[config.mk]
export PLATFORM = sky130hd
export DESIGN_NAME = instr_fetch_flat
export DESIGN_NICKNAME = d
export VERILOG_FILES = /design/src/rtl/instr_fetch_if.sv /design/src/rtl/instr_fetch.sv /design/src/flat_wrapper.sv
export SDC_FILE = /design/constraint.sdc
export NUM_CORES = 1
export LEC_CHECK = 0
export ABC_CLOCK_PERIOD_IN_PS = 3950
export BUFFER_PORTS_ARGS = -buffer_cell sky130_fd_sc_hd__buf_2
export CORE_MARGIN = 2
export CORE_UTILIZATION = 53
export DETAILED_ROUTE_END_ITERATION = 16
export PLACE_DENSITY = 0.87
export SYNTH_ARGS = -nofsm -noshare
export SYNTH_HDL_FRONTEND = slang
export SYNTH_SLANG_ARGS = --single-unit
[constraint.sdc]
create_clock -name clk -period 3.95 [get_ports clk]
set_input_delay 0.79 -clock clk [delete_from_list [all_inputs] [get_ports clk]]
set_output_delay 0.79 -clock clk [all_outputs]
set_load 0.05 [all_outputs]
[src/rtl/instr_fetch_if.sv]
// Instruction-memory fetch bus shared by instr_fetch (master) and the memory (slave).
// The memory answers a request in the same cycle with imem_rdy and imem_rdata.
interface instr_fetch_if;
    logic        imem_req;
    logic [21:0] imem_addr;
    logic        imem_rdy;
    logic [31:0] imem_rdata;

    modport master (
        output imem_req,
        output imem_addr,
        input  imem_rdy,
        input  imem_rdata
    );

    modport slave (
        input  imem_req,
        input  imem_addr,
        output imem_rdy,
        output imem_rdata
    );
endinterface

[src/rtl/instr_fetch.sv]
// Single-issue instruction fetch stage with stall, branch/jump redirect and HALT handling.
// Define IF_HALT_RESUME_EN to add the resume input and the RESUME state that leaves HALTED.
module instr_fetch (
    input  logic                 clk,
    input  logic                 rst,
    input  logic                 stall,
    input  logic                 pc_immd_sel,
    input  logic [21:0]          pc_immd,
    input  logic                 pc_reg_sel,
    input  logic [31:0]          pc_reg_data,
    input  logic                 hlt,
`ifdef IF_HALT_RESUME_EN
    input  logic                 resume,
`endif
    instr_fetch_if.master        imem,
    output logic [31:0]          instr,
    output logic                 instr_valid,
    output logic [31:0]          pc_link,
    output logic                 halted
);

`ifdef IF_HALT_RESUME_EN
    typedef enum logic [1:0] {FETCH, HALTED, RESUME} state_t;
`else
    typedef enum logic [0:0] {FETCH, HALTED} state_t;
`endif

    state_t      state;
    logic [21:0] pc;
    logic [21:0] instr_pc;
    logic        take_hlt;
    logic        take_redirect;
    logic [21:0] redirect_target;
    logic        unused_reg_hi;

    // Control flow decisions only act on a live instruction in decode.
    assign take_hlt        = instr_valid && !stall && hlt;
    assign take_redirect   = instr_valid && !stall && (pc_reg_sel || pc_immd_sel);
    assign redirect_target = pc_reg_sel ? pc_reg_data[21:0] : pc_immd;
    assign unused_reg_hi   = ^pc_reg_data[31:22];

    assign imem.imem_req  = rst && (state == FETCH) && !stall;
    assign imem.imem_addr = pc;
    assign pc_link        = {10'b0, instr_pc + 22'd1};

    // Halt outranks redirect, and any redirect throws away the fetch landing this cycle.
    always_ff @(posedge clk or negedge rst) begin
        if (!rst) begin
            state       <= FETCH;
            pc          <= 22'd0;
            instr_pc    <= 22'd0;
            instr       <= 32'd0;
            instr_valid <= 1'b0;
            halted      <= 1'b0;
        end else begin
            case (state)
                FETCH: begin
                    if (!stall) begin
                        if (take_hlt) begin
                            state       <= HALTED;
                            halted      <= 1'b1;
                            instr_valid <= 1'b0;
                            pc          <= instr_pc + 22'd1;
                        end else if (take_redirect) begin
                            pc          <= redirect_target;
                            instr_valid <= 1'b0;
                        end else if (imem.imem_rdy) begin
                            instr       <= imem.imem_rdata;
                            instr_valid <= 1'b1;
                            instr_pc    <= pc;
                            pc          <= pc + 22'd1;
                        end else begin
                            instr_valid <= 1'b0;
                        end
                    end
                end
                HALTED: begin
                    instr_valid <= 1'b0;
`ifdef IF_HALT_RESUME_EN
                    if (resume) begin
                        state  <= RESUME;
                        halted <= 1'b0;
                    end
`endif
                end
`ifdef IF_HALT_RESUME_EN
                // One quiet cycle so decode sees halted drop before fetching restarts.
                RESUME: begin
                    state <= FETCH;
                end
`endif
                default: begin
                    state <= FETCH;
                end
            endcase
        end
    end

endmodule

[src/flat_wrapper.sv]
// flat-port wrapper written by rule: the top's interface ports become plain ports
module instr_fetch_flat 
  (clk, rst, stall, pc_immd_sel, pc_immd, pc_reg_sel, pc_reg_data, hlt, instr, instr_valid, pc_link, halted, imem_imem_req, imem_imem_addr, imem_imem_rdy, imem_imem_rdata);
  instr_fetch_if imem_i ();
  input  logic clk;
  input  logic rst;
  input  logic stall;
  input  logic pc_immd_sel;
  input  logic [21:0] pc_immd;
  input  logic pc_reg_sel;
  input  logic [31:0] pc_reg_data;
  input  logic hlt;
  output logic [31:0] instr;
  output logic instr_valid;
  output logic [31:0] pc_link;
  output logic halted;
  output wire logic [$bits(imem_i.imem_req)-1:0] imem_imem_req;
  output wire logic [$bits(imem_i.imem_addr)-1:0] imem_imem_addr;
  input wire logic [$bits(imem_i.imem_rdy)-1:0] imem_imem_rdy;
  input wire logic [$bits(imem_i.imem_rdata)-1:0] imem_imem_rdata;
  assign imem_imem_req = imem_i.imem_req;
  assign imem_imem_addr = imem_i.imem_addr;
  assign imem_i.imem_rdy = imem_imem_rdy;
  assign imem_i.imem_rdata = imem_imem_rdata;
  instr_fetch u_core (.clk(clk), .rst(rst), .stall(stall), .pc_immd_sel(pc_immd_sel), .pc_immd(pc_immd), .pc_reg_sel(pc_reg_sel), .pc_reg_data(pc_reg_data), .hlt(hlt), .imem(imem_i), .instr(instr), .instr_valid(instr_valid), .pc_link(pc_link), .halted(halted));
endmodule
==> impl_metrics.json <==
{
  "wire_per_inst_um": 17.6,
  "synth_edf_count": 0,
  "r2r_start": "u_core.imem.imem_addr[0]$_DFFE_PN0P_",
  "antenna_found_initial": 0,
  "start_util_pct": 54.7,
  "post-place-cells": 690,
  "setup_viol": 0,
  "finalHoldViolations": 0,
  "place_hpwl_um": 9140,
  "syn_inst": 438,
  "drv_cap": 0,
  "gp_congestion": 0.919,
  "reg2reg_setup_slack_ps": 1560,
  "cts_hold_buf": 0,
  "vias": 4155,
  "num-fill-cells": 637,
  "p_leak_nw": 2.60,
  "timing.rr.end": "u_core.imem.imem_addr[16]$_DFFE_PN0P_",
  "reg2reg_depth": 6,
  "clock-root-buffer": "clkbuf_8",
  "row_count": 33,
  "clk_pin_slew_ps": 80,
  "setup_tns_ps": 0,
  "startpoint_type": "register",
  "grt_pass1_wl_um": 19200,
  "slew-limit-headroom_pct": 36.9,
  "hold_path_class": "in -> async",
  "slew_viol_final": 0,
  "arrival_ps": 2570,
  "status": "finished clean",
  "ir_drop_mv": 0.537,
  "powerDensity_nw_per_um2": 841,
  "core-area_um2": 8220,
  "yosys_warnings": 0,
  "fin_crit_sh_pct": 85.2,
  "synth_top_cell_area_share_pct": 43.9,
  "critPathKind": "reg -> out",
  "finalPower_w": 0.00467,
  "worst_pin_slew_ps": 947,
  "synthTopCellsByArea": "dfrtp_1 (44%), mux2_2 (14%), mux2i_1 (3.1%)",
  "fin_nets": 691,
  "vias_per_cell": 5.89,
  "syn2layout_area_growth_pct": 23.3,
  "postLayoutSetupSlackWorst_ps": 585,
  "fin_worst_skew_ps": 17.2,
  "drt_wl_total_um": 12400,
  "clock_latency_ps": 360,
  "rsz0062_at_grt": "false",
  "n_antenna_cell": 0,
  "grt_max_degree": 75,
  "crit_fanout": 6,
  "cts_max_level": 3,
  "synth_area_leader_cell": "dfrtp_1",
  "cts-resized-gates": 0,
  "synthArstFlopShare_pct": 100,
  "postRouteAntennaNets": 0,
  "endpoint_kind": "output pin",
  "synth_ff_type": "dfrtp_1",
  "synth.most_common_cell": "dfrtp_1",
  "min_period_ps": 3360,
  "die_h_um": 96.1,
  "io_pins": 182,
  "synth_cell_types": 51,
  "cts_sinks": 79,
  "die_x_um": 96.1,
  "cts_tree": "yes",
  "portBuffers": 161,
  "syn_area_per_cell_um2": 10.3,
  "fmax_mhz": 297,
  "stdcell_count": 706,
  "drt-initial-drc-count": 340,
  "post-route-drc-count": 0,
  "die_area_um2": 9240,
  "groute.usage.overall_pct": 27.1,
  "dp_slack_ps": 1090,
  "drt_first_pass_iters": 7,
  "worstPathRequired_ps": 3160,
  "yosysSeqAreaShare_pct": 43.9,
  "cts_setup_buffers": 0,
  "cts_buffers": 9,
  "netlist_area_um2": 4500,
  "synth_seq_cells": 79,
  "drive_gt1_share_pct": 41.8,
  "grt_overflow": 0,
  "grt_pass1_vias": 3908,
  "cts_buffer_depth": 2,
  "synth_common_cells": "dfrtp_1 (79), mux2_2 (54), nand2_1 (27), nor2_1 (25), o21ai_0 (21)"
}
-- power breakdown --
group / internal (W) / total [W] / switching, W
combinational: 0.000690 / 0.00256 / 0.00187
clock: 0.000234 / 0.000563 / 0.000328
sequential: 0.00116 / 0.00155 / 0.000389
total: 0.00208 / 0.00467 / 0.00258
-- worst max path at each step --
stage	from	to	slack [ps]	depth (start not counted)
6_report	u_core.instr_pc[0]$_DFFE_PN0P_	pc_link[14]	590	6
5_1_grt	u_core.instr_pc[0]$_DFFE_PN0P_	pc_link[14]	440	6
4_1_cts	u_core.instr_pc[0]$_DFFE_PN0P_	pc_link[14]	660	6
3_5_place_dp	stall	u_core.instr[7]$_DFFE_PN0P_	1090	6
3_3_place_gp	stall	u_core.instr[14]$_DFFE_PN0P_	1130	6
2_1_floorplan	u_core.instr_pc[7]$_DFFE_PN0P_	pc_link[17]	1080	4
-- layout make-up --
cell class / count / area, um2 / share of cell area [%]
Clock buffer: 9 / 124 / 2.23
Tap cell: 105 / 131 / 2.37
Timing Repair Buffer: 170 / 876 / 15.8
Multi-Input combinational cell: 327 / 2350 / 42.3
Inverter: 9 / 33.8 / 0.609
Sequential cell: 79 / 1980 / 35.6
Clock inverter: 7 / 56.3 / 1.02
-- cells by family (layout without fill, tap and decap cells) --
logic type	Yosys count	count (layout)	share of synthesized area (%)
adders and majority gates	2	2	0.556
buffers and inverters	41	195	4.59
xor gates and xnor gates	31	31	6.04
muxes	68	68	16.6
DFF	79	79	44.0
AOI/OAI and AO/OA	81	81	12.1
other	1	10	0.0834
and+or+nand+nor	135	135	16.0
-- cells in the final DEF (no fill, tap or decap), drive strengths merged, types with 3 or more instances in the layout --
cell / Yosys / routed
a2111oi: 4 / 4
conb: 1 / 10
a31oi: 5 / 5
o211ai: 4 / 4
clkinvlp: 0 / 3
nand3: 19 / 19
nor3: 11 / 11
mux2: 54 / 54
nand4: 13 / 13
inv: 9 / 11
nor2b: 6 / 6
a21oi: 15 / 15
xnor2: 16 / 16
nor2: 25 / 25
and4: 4 / 4
buf: 19 / 170
or4: 3 / 3
nor4: 7 / 7
and3: 5 / 5
dfrtp: 79 / 79
a221o: 5 / 5
mux2i: 14 / 14
xor2: 15 / 15
nand2: 27 / 27
or2: 3 / 3
a22oi: 5 / 5
nand2b: 4 / 4
clkbuf: 13 / 9
o21ai: 22 / 22
a211oi: 9 / 9
or3: 5 / 5
-- through the flow --
step,utilization [%],instance area (um2),hold slack [ps]
2_1_floorplan,-,4530,449
3_3_place_gp,65.3,5370,464
3_5_place_dp,65.3,5370,470
4_1_cts,67.5,5550,239
5_1_grt,67.5,5550,226
6_report,67.5,5550,242
-- layer usage --
metal | part of all wire [%] | GRT usage, % | vias to the layer above
met1 | 40 | 36.4 | 1980
met3 | 8.1 | 5.09 | 31
met5 | 0 | 0 | -
li1 | - | - | 1909
met2 | 49 | 43.2 | 235
met4 | 3.1 | 11.1 | 0
-- flip-flops by register name (all words and copies together) (netlist names) --
| register | count |
|---|---|
| u_core.instr | 32 |
| u_core.imem.imem_addr | 22 |
| u_core.instr_pc | 22 |
| u_core.halted | 1 |
| u_core.instr_valid | 1 |
| u_core.state | 1 |
-- critical path, stage by stage (launching register included) --
cell and delay (ps):
dfrtp_1 450, ha_1 240, nand4_1 250, nor2_1 440
and4_1 290, xor2_1 250, buf_2 310
No activity file was read; power rests on OpenSTA's default activity.
